[src/rtl/rom_dl_sequencer_if.sv]
// ---------------------------------------------------------------------------
// rom_dl_sequencer_if
// Bundles the data_io download bus and the core ROM write port that the ROM
// download sequencer sits between. All signals are in the clk_sys domain.
//
//   ioctl_downl  data_io download active
//   ioctl_index  data_io image index (8)
//   ioctl_wr     data_io byte strobe, one cycle per byte
//   ioctl_addr   data_io byte address (25)
//   ioctl_dout   data_io byte (8)
//   dl_addr      core ROM write address (ADDR_W)
//   dl_data      core ROM write data (8)
//   dl_wr        core ROM write strobe
//
// master: the environment side (data_io drives, core ROM receives).
// slave : the sequencer side (takes the download, drives the ROM port).
// ---------------------------------------------------------------------------
interface rom_dl_sequencer_if #(
  parameter int ADDR_W = 16
);
  logic              ioctl_downl;
  logic [7:0]        ioctl_index;
  logic              ioctl_wr;
  logic [24:0]       ioctl_addr;
  logic [7:0]        ioctl_dout;
  logic [ADDR_W-1:0] dl_addr;
  logic [7:0]        dl_data;
  logic              dl_wr;

  modport master (
    output ioctl_downl, ioctl_index, ioctl_wr, ioctl_addr, ioctl_dout,
    input  dl_addr, dl_data, dl_wr
  );

  modport slave (
    input  ioctl_downl, ioctl_index, ioctl_wr, ioctl_addr, ioctl_dout,
    output dl_addr, dl_data, dl_wr
  );
endinterface

[src/rtl/rom_dl_sequencer.sv]
// ---------------------------------------------------------------------------
// rom_dl_sequencer
// Moves a ROM image from data_io into the game core's ROM write port and owns
// the core reset. The core is held in reset from power-up, during a download
// and for HOLD_CYCLES afterwards; a user reset request re-enters the hold.
// The downloaded length is checked against EXP_LEN and an image that is short,
// long or has out-of-range bytes never releases the core.
//
// Ports:
//   clk_sys     system clock, rising edge
//   reset_n     asynchronous active-low reset
//   bus         rom_dl_sequencer_if.slave (ioctl_* in, dl_* out)
//   user_reset  OSD/button reset request, level
//   core_reset  active-high reset to the game core (registered)
//   loaded      a valid image is present (registered)
//   len_err     last download had a wrong length or out-of-range bytes
//   byte_count  bytes accepted in the current/last download, saturating
// ---------------------------------------------------------------------------
module rom_dl_sequencer #(
  parameter int          ADDR_W      = 16,
  parameter logic [16:0] EXP_LEN     = 17'h0C000,
  parameter logic [7:0]  DL_INDEX    = 8'h00,
  parameter int          HOLD_CYCLES = 1024
) (
  input  logic                    clk_sys,
  input  logic                    reset_n,
  rom_dl_sequencer_if.slave       bus,
  input  logic                    user_reset,
  output logic                    core_reset,
  output logic                    loaded,
  output logic                    len_err,
  output logic [16:0]             byte_count
);

  localparam int              HC_W       = $clog2(HOLD_CYCLES + 1);
  localparam logic [HC_W-1:0] HOLD_RLD   = HC_W'(HOLD_CYCLES - 1);
  localparam logic [HC_W-1:0] HC_ZERO    = {HC_W{1'b0}};
  localparam logic [HC_W-1:0] HC_ONE     = HC_W'(1);
  localparam logic [16:0]     BC_MAX     = 17'h1FFFF;

  typedef enum logic [1:0] {
    S_IDLE = 2'd0,
    S_LOAD = 2'd1,
    S_HOLD = 2'd2,
    S_RUN  = 2'd3
  } state_t;

  state_t            r_state;
  state_t            w_state_next;
  logic              r_dl_sel_q;
  logic              r_core_reset;
  logic              r_loaded;
  logic              r_len_err;
  logic              r_check_pend;
  logic [16:0]       r_byte_count;
  logic [HC_W-1:0]   r_hold_cnt;
  logic              r_dl_wr;
  logic [ADDR_W-1:0] r_dl_addr;
  logic [7:0]        r_dl_data;

  logic w_idx_match;
  logic w_dl_sel;
  logic w_start;
  logic w_fall;
  logic w_in_range;
  logic w_wr_hit;
  logic w_wr_ok;
  logic w_wr_bad;
  logic w_len_final;
  logic w_loaded_eff;
  logic w_hold_reload;
  logic w_hold_dec;

  assign w_idx_match = (bus.ioctl_index == DL_INDEX);
  assign w_dl_sel    = bus.ioctl_downl & w_idx_match;
  assign w_start     = w_dl_sel & ~r_dl_sel_q;
  assign w_fall      = ~w_dl_sel & r_dl_sel_q;
  assign w_in_range  = ((bus.ioctl_addr >> ADDR_W) == 25'd0);

  // A strobe is taken while loading (or in the start cycle itself). In the
  // cycle dl_sel drops, r_dl_sel_q keeps the window open so a last byte that
  // arrives together with the falling download flag still lands.
  assign w_wr_hit = bus.ioctl_wr & w_idx_match
                  & ((r_state == S_LOAD) | w_start)
                  & (w_dl_sel | r_dl_sel_q);
  assign w_wr_ok  = w_wr_hit & w_in_range;
  assign w_wr_bad = w_wr_hit & ~w_in_range;

  // The length check runs in the first HOLD cycle, after the final byte has
  // been counted; the release decision uses that fresh result.
  assign w_len_final  = r_len_err | (r_byte_count != EXP_LEN);
  assign w_loaded_eff = r_check_pend ? ~w_len_final : r_loaded;

  // Next-state and hold-counter control
  always_comb begin
    w_state_next  = r_state;
    w_hold_reload = 1'b0;
    w_hold_dec    = 1'b0;
    case (r_state)
      S_IDLE: begin
        w_state_next = S_IDLE;
      end
      S_LOAD: begin
        if (w_fall) begin
          w_state_next  = S_HOLD;
          w_hold_reload = 1'b1;
        end else begin
          w_state_next = S_LOAD;
        end
      end
      S_HOLD: begin
        if (user_reset) begin
          w_state_next  = S_HOLD;
          w_hold_reload = 1'b1;
        end else if (r_hold_cnt == HC_ZERO) begin
          // A bad image parks here for good.
          if (w_loaded_eff) begin
            w_state_next = S_RUN;
          end else begin
            w_state_next = S_HOLD;
          end
        end else begin
          w_state_next = S_HOLD;
          w_hold_dec   = 1'b1;
        end
      end
      S_RUN: begin
        if (user_reset) begin
          w_state_next  = S_HOLD;
          w_hold_reload = 1'b1;
        end else begin
          w_state_next = S_RUN;
        end
      end
      default: begin
        w_state_next = S_IDLE;
      end
    endcase
    // A new matching download overrides everything, from any state.
    if (w_start) begin
      w_state_next  = S_LOAD;
      w_hold_reload = 1'b0;
      w_hold_dec    = 1'b0;
    end else begin
      w_state_next = w_state_next;
    end
  end

  // State register, download-select history and core reset output
  always_ff @(posedge clk_sys or negedge reset_n) begin
    if (!reset_n) begin
      r_state      <= S_IDLE;
      r_dl_sel_q   <= 1'b0;
      r_core_reset <= 1'b1;
      r_check_pend <= 1'b0;
    end else begin
      r_state      <= w_state_next;
      r_dl_sel_q   <= w_dl_sel;
      r_core_reset <= (w_state_next != S_RUN);
      r_check_pend <= (r_state == S_LOAD) & w_fall;
    end
  end

  // Hold counter: reloaded on entry to HOLD and on user reset, then counts down
  always_ff @(posedge clk_sys or negedge reset_n) begin
    if (!reset_n) begin
      r_hold_cnt <= HC_ZERO;
    end else if (w_hold_reload) begin
      r_hold_cnt <= HOLD_RLD;
    end else if (w_hold_dec) begin
      r_hold_cnt <= r_hold_cnt - HC_ONE;
    end else begin
      r_hold_cnt <= r_hold_cnt;
    end
  end

  // Core ROM write port: fixed one-cycle registered copy of an accepted byte
  always_ff @(posedge clk_sys or negedge reset_n) begin
    if (!reset_n) begin
      r_dl_wr   <= 1'b0;
      r_dl_addr <= {ADDR_W{1'b0}};
      r_dl_data <= 8'h00;
    end else begin
      r_dl_wr <= w_wr_ok;
      if (w_wr_ok) begin
        r_dl_addr <= bus.ioctl_addr[ADDR_W-1:0];
        r_dl_data <= bus.ioctl_dout;
      end else begin
        r_dl_addr <= r_dl_addr;
        r_dl_data <= r_dl_data;
      end
    end
  end

  // Accepted-byte counter, restarted (with any start-cycle byte) on a new download
  always_ff @(posedge clk_sys or negedge reset_n) begin
    if (!reset_n) begin
      r_byte_count <= 17'h00000;
    end else if (w_start) begin
      r_byte_count <= w_wr_ok ? 17'h00001 : 17'h00000;
    end else if (w_wr_ok && (r_byte_count != BC_MAX)) begin
      r_byte_count <= r_byte_count + 17'h00001;
    end else begin
      r_byte_count <= r_byte_count;
    end
  end

  // Image status: error flag and loaded flag
  always_ff @(posedge clk_sys or negedge reset_n) begin
    if (!reset_n) begin
      r_len_err <= 1'b0;
      r_loaded  <= 1'b0;
    end else if (w_start) begin
      r_len_err <= w_wr_bad;
      r_loaded  <= 1'b0;
    end else if (r_check_pend) begin
      r_len_err <= w_len_final;
      r_loaded  <= ~w_len_final;
    end else if (w_wr_bad) begin
      r_len_err <= 1'b1;
      r_loaded  <= r_loaded;
    end else begin
      r_len_err <= r_len_err;
      r_loaded  <= r_loaded;
    end
  end

  assign bus.dl_wr   = r_dl_wr;
  assign bus.dl_addr = r_dl_addr;
  assign bus.dl_data = r_dl_data;
  assign core_reset  = r_core_reset;
  assign loaded      = r_loaded;
  assign len_err     = r_len_err;
  assign byte_count  = r_byte_count;

endmodule

[src/flat_wrapper.sv]
// flat-port wrapper written by rule: the top's interface ports become plain ports
module rom_dl_sequencer_flat 
#(
  parameter int          ADDR_W      = 16,
  parameter logic [16:0] EXP_LEN     = 17'h0C000,
  parameter logic [7:0]  DL_INDEX    = 8'h00,
  parameter int          HOLD_CYCLES = 1024
)
  (clk_sys, reset_n, user_reset, core_reset, loaded, len_err, byte_count, bus_ioctl_downl, bus_ioctl_index, bus_ioctl_wr, bus_ioctl_addr, bus_ioctl_dout, bus_dl_addr, bus_dl_data, bus_dl_wr);
  rom_dl_sequencer_if #(.ADDR_W(ADDR_W)) bus_i ();
  input  logic clk_sys;
  input  logic reset_n;
  input  logic user_reset;
  output logic core_reset;
  output logic loaded;
  output logic len_err;
  output logic [16:0] byte_count;
  input wire logic [$bits(bus_i.ioctl_downl)-1:0] bus_ioctl_downl;
  input wire logic [$bits(bus_i.ioctl_index)-1:0] bus_ioctl_index;
  input wire logic [$bits(bus_i.ioctl_wr)-1:0] bus_ioctl_wr;
  input wire logic [$bits(bus_i.ioctl_addr)-1:0] bus_ioctl_addr;
  input wire logic [$bits(bus_i.ioctl_dout)-1:0] bus_ioctl_dout;
  output wire logic [$bits(bus_i.dl_addr)-1:0] bus_dl_addr;
  output wire logic [$bits(bus_i.dl_data)-1:0] bus_dl_data;
  output wire logic [$bits(bus_i.dl_wr)-1:0] bus_dl_wr;
  assign bus_i.ioctl_downl = bus_ioctl_downl;
  assign bus_i.ioctl_index = bus_ioctl_index;
  assign bus_i.ioctl_wr = bus_ioctl_wr;
  assign bus_i.ioctl_addr = bus_ioctl_addr;
  assign bus_i.ioctl_dout = bus_ioctl_dout;
  assign bus_dl_addr = bus_i.dl_addr;
  assign bus_dl_data = bus_i.dl_data;
  assign bus_dl_wr = bus_i.dl_wr;
  rom_dl_sequencer #(.ADDR_W(ADDR_W), .EXP_LEN(EXP_LEN), .DL_INDEX(DL_INDEX), .HOLD_CYCLES(HOLD_CYCLES)) u_core (.clk_sys(clk_sys), .reset_n(reset_n), .bus(bus_i), .user_reset(user_reset), .core_reset(core_reset), .loaded(loaded), .len_err(len_err), .byte_count(byte_count));
endmodule
[config.mk]
export PLATFORM = sky130hd
export DESIGN_NAME = rom_dl_sequencer_flat
export DESIGN_NICKNAME = d
export VERILOG_FILES = /design/src/rtl/rom_dl_sequencer_if.sv /design/src/rtl/rom_dl_sequencer.sv /design/src/flat_wrapper.sv
export SDC_FILE = /design/constraint.sdc
export NUM_CORES = 1
export LEC_CHECK = 0
export CAP_MARGIN = 0
export CORE_ASPECT_RATIO = 0.6
export CORE_MARGIN = 2
export CORE_UTILIZATION = 50
export DETAILED_ROUTE_END_ITERATION = 8
export PLACE_DENSITY_LB_ADDON = 0.08
export SLEW_MARGIN = 25
export SYNTH_ARGS = -nofsm -noshare
export SYNTH_HDL_FRONTEND = slang
export SYNTH_SLANG_ARGS = --single-unit
[constraint.sdc]
create_clock -name clk_sys -period 5.2 [get_ports clk_sys]
set_input_delay 1.3 -clock clk_sys [delete_from_list [all_inputs] [get_ports clk_sys]]
set_output_delay 1.3 -clock clk_sys [all_outputs]
set_load 0.1 [all_outputs]
==> key figures <==
STA
  – Setup Skew: 9.15 ps
  – Worst hold margin: about 500 ps
  – Final worst path period need: around 3400 ps
  – Final period util: 0.660
  – Worst Max-Slew Pin Slew: around 1000 ps
  – FMAX: 0.291 GHz
  – Final setup violation count: 0
  – Final Slew Violations: 0
  – Final Hold Fails: 0
  – Final setup TNS: 0 ps
  – Max_slew headroom: 0.323
  – RSZ-0062 raised after global routing: no

Power
  – Static leakage: approximately 0.0018 uW
  – Power per Cell Area: around 260 nW/um^2
  – Peak VDD IR: 0.000144 V
  – Sw Share: 0.223
  – Switching power: ~240 uW
  – Sequential Power Share: 0.454
  – Combinational group share of total power: 0.088
  – Clk network pwr share: 0.458
  – P_int: around 830 uW

Drt
  – Via-to-Cell Ratio: ~5.6
  – First-pass iteration count of the detailed router: 5
  – Drc violations: 0
  – Via count: 2498
  – WL/cell: ~16 um
  – DR iter-0 viols: about 200
  – Antenna-violating nets left: 0
  – Drt total wl: between 7 and 8 mm

Layout
  – Final Util: 0.736
  – Fin area: 4140 sq um
  – # nets final: approximately 420
  – Layout area overhead: 41.2%
  – Storage cell area: around 1500 sq um
  – Number of fillers in the final layout: between 400 and 500
  – Final Non-Filler Cells: 450
  – Layout cells sized above 1: 0.135
  – Multi-input gate area: 1350 sq um
  – Number of diodes: 0

Floorplan
  – Ports: just over 90
  – Starting density of the core: 0.521
  – Row Count: 21
  – Die area: approximately 6500 sq um
  – Core area: between 5000 and 6000 sq um
  – Die height: 63.3 um
  – Die width: 103 um

Yosys
  – YS warnings: 0
  – Yosys top cell by area: dfrtp_1
  – Most used DFF post-synth: dfrtp_1
  – Area fraction of the dominant cell type after synthesis: 0.504
  – Synthesized area: just under 3000 sq um
  – Count leader, synth: dfrtp_1
  – Post-synth EDFFs: 0
  – Ys async rst share: 1.00
  – Largest cells by area after synthesis: dfrtp_1 (50%), mux2_2 (9.2%), xnor2_1 (4.5%)
  – Seq/Total Area, Yosys: 0.513
  – Post-synth top cells: dfrtp_1 (59), mux2_2 (24), nand2_1 (24), nor2_1 (23), xnor2_1 (15)
  – Cell count after synthesis: 270
  – Synth unique cells: between 40 and 50
  – Flops & latches, synth: 60
  – Mapped Nets: 321
  – Syn Area/Cell: between 10 and 15 sq um

GRT
  – Vias in the first global route: roughly 2400
  – First-pass GRT wire length: between 10 and 15 mm
  – Congestion Overflow GR: 0
  – Largest net degree at the start of global routing: 61
  – Initial antenna violation count: 0
  – Total GRT Usage: 0.235

CTS
  – # resized after CTS: 0
  – Htree depth: 3
  – Postcts setup bufs: 0
  – CTS tree: built
  – TritonCTS buffer count: 9
  – Worst-Skew Late Latency: 340 ps
  – Hold-fix buffers, CTS: 0
  – CTS max path bufs: 2
  – Sink Count: 60
  – CTS Root Cell: clkbuf_8
  – Worst-path clk slew: roughly 70 ps

Placed design
  – Cell count after placement: ~430
  – IO Port Bufs: 90
  – DP Wirelength: between 5 and 6 mm
  – Placed cell area: between 3000 and 4000 sq um
  – RePlAce Congestion: 0.867

Critical path
  – CP max FO: 23
  – CP arrival: about 3700 ps
  – CP Data Required Time: roughly 5400 ps
  – Crit end category: register
  – CP Launch Type: input pin
  – CP Class: in2reg

Min path
  – HP Class: reg2reg

Status
  – Status: finished clean

Flow run
  – Maxcap violations: 0
-- worst max-delay path, stage by stage --
cell,delay [ps]
clkdlybuf4s50_1,400
nor4_1,290
nand3_1,520
nor2_2,420
buf_4,340
mux2_2,370
-- per-stage QoR --
| step | total power, uW | worst slack (ps) |
|---|---|---|
| after CTS | 1070 | 1760 |
| after floorplan | 530 | 2220 |
| final | 1070 | 1770 |
| after detailed placement | 587 | 1400 |
| after global routing | 1100 | 1500 |
| after global placement | 585 | 1400 |
-- worst paths after layout --
check | startpoint | end | slack, ps | cells after the start
setup / recovery | bus_ioctl_addr[18] | u_core.bus.dl_data[3] | 1770 | 6
hold / removal | u_core.bus.dl_data[5] | u_core.bus.dl_data[5] | 510 | 1
setup reg to reg | u_core.byte_count[5] | u_core.byte_count[14] | 2520 | 10
hold reg to reg | u_core.bus.dl_data[5] | u_core.bus.dl_data[5] | 510 | 1
max in group asynchronous | reset_n | u_core.bus.dl_data[3] | 3600 | 2
min in group asynchronous | reset_n | u_core.r_dl_sel_q | 1100 | 2
-- power by group through the flow --
stage	clock network [uW]	logic, uW	registers [uW]
3_5_place_dp	0	94.2	493
4_1_cts	493	94.6	484
6_report	488	93.8	484
3_3_place_gp	0	92.7	492
2_1_floorplan	0	26.6	504
5_1_grt	516	104	486
-- registers in the layout, summed over array words and instances (netlist names) --
| register | cells |
|---|---|
| u_core.core_reset | 1 |
| u_core.loaded | 1 |
| u_core.r_check_pend | 1 |
| u_core.bus.dl_wr | 1 |
| u_core.r_state | 2 |
| u_core.r_dl_sel_q | 1 |
| u_core.r_hold_cnt | 11 |
| u_core.len_err | 1 |
| u_core.byte_count | 17 |
| u_core.bus.dl_addr | 16 |
| u_core.bus.dl_data | 8 |
-- layout by cell type (no fill, tap or decap), drive strengths merged, types with 2 or more instances in the layout --
cell,netlist,layout
a21boi,2,2
a21oi,3,3
and3,3,3
and4,2,2
buf,3,3
bufinv,0,2
clkbuf,5,12
clkdlybuf4s50,0,89
clkinv,0,2
dfrtp,59,59
ha,5,5
inv,10,10
mux2,24,24
mux2i,2,2
nand2,24,24
nand2b,2,2
nand3,10,10
nand3b,2,2
nand4,8,8
nor2,24,24
nor2b,4,4
nor3,8,8
nor4,16,16
nor4b,4,4
o2111ai,2,2
o211ai,3,3
o21ai,8,8
o311ai,2,2
o31ai,2,2
or3,6,6
or4,3,3
xnor2,15,15
-- metal layers --
| metal | GRT usage | share of wire |
|---|---|---|
| met1 | 0.337 | 0.47 |
| met2 | 0.345 | 0.42 |
| met3 | 0.0744 | 0.094 |
| met4 | 0.0625 | 0.019 |
| met5 | 0 | 0 |
-- logic make-up after synthesis --
family | synth area share
DFF | 0.513
buffers and inverters | 0.0256
and+or+nand+nor | 0.230
AOI/OAI and AO/OA | 0.0640
muxes | 0.0990
xor gates and xnor gates | 0.0478
adders and majority gates | 0.0213
-- area by class of cell --
cell class              count  share of cell area
flip-flops and latches     60               0.363
repair buffers             92               0.220
well taps                  80              0.0242
clock inverters             4              0.0169
inverters                  10             0.00907
clock buffers              12              0.0399
multi-input cells         192               0.327
No activity file was read; power rests on OpenSTA's default activity.
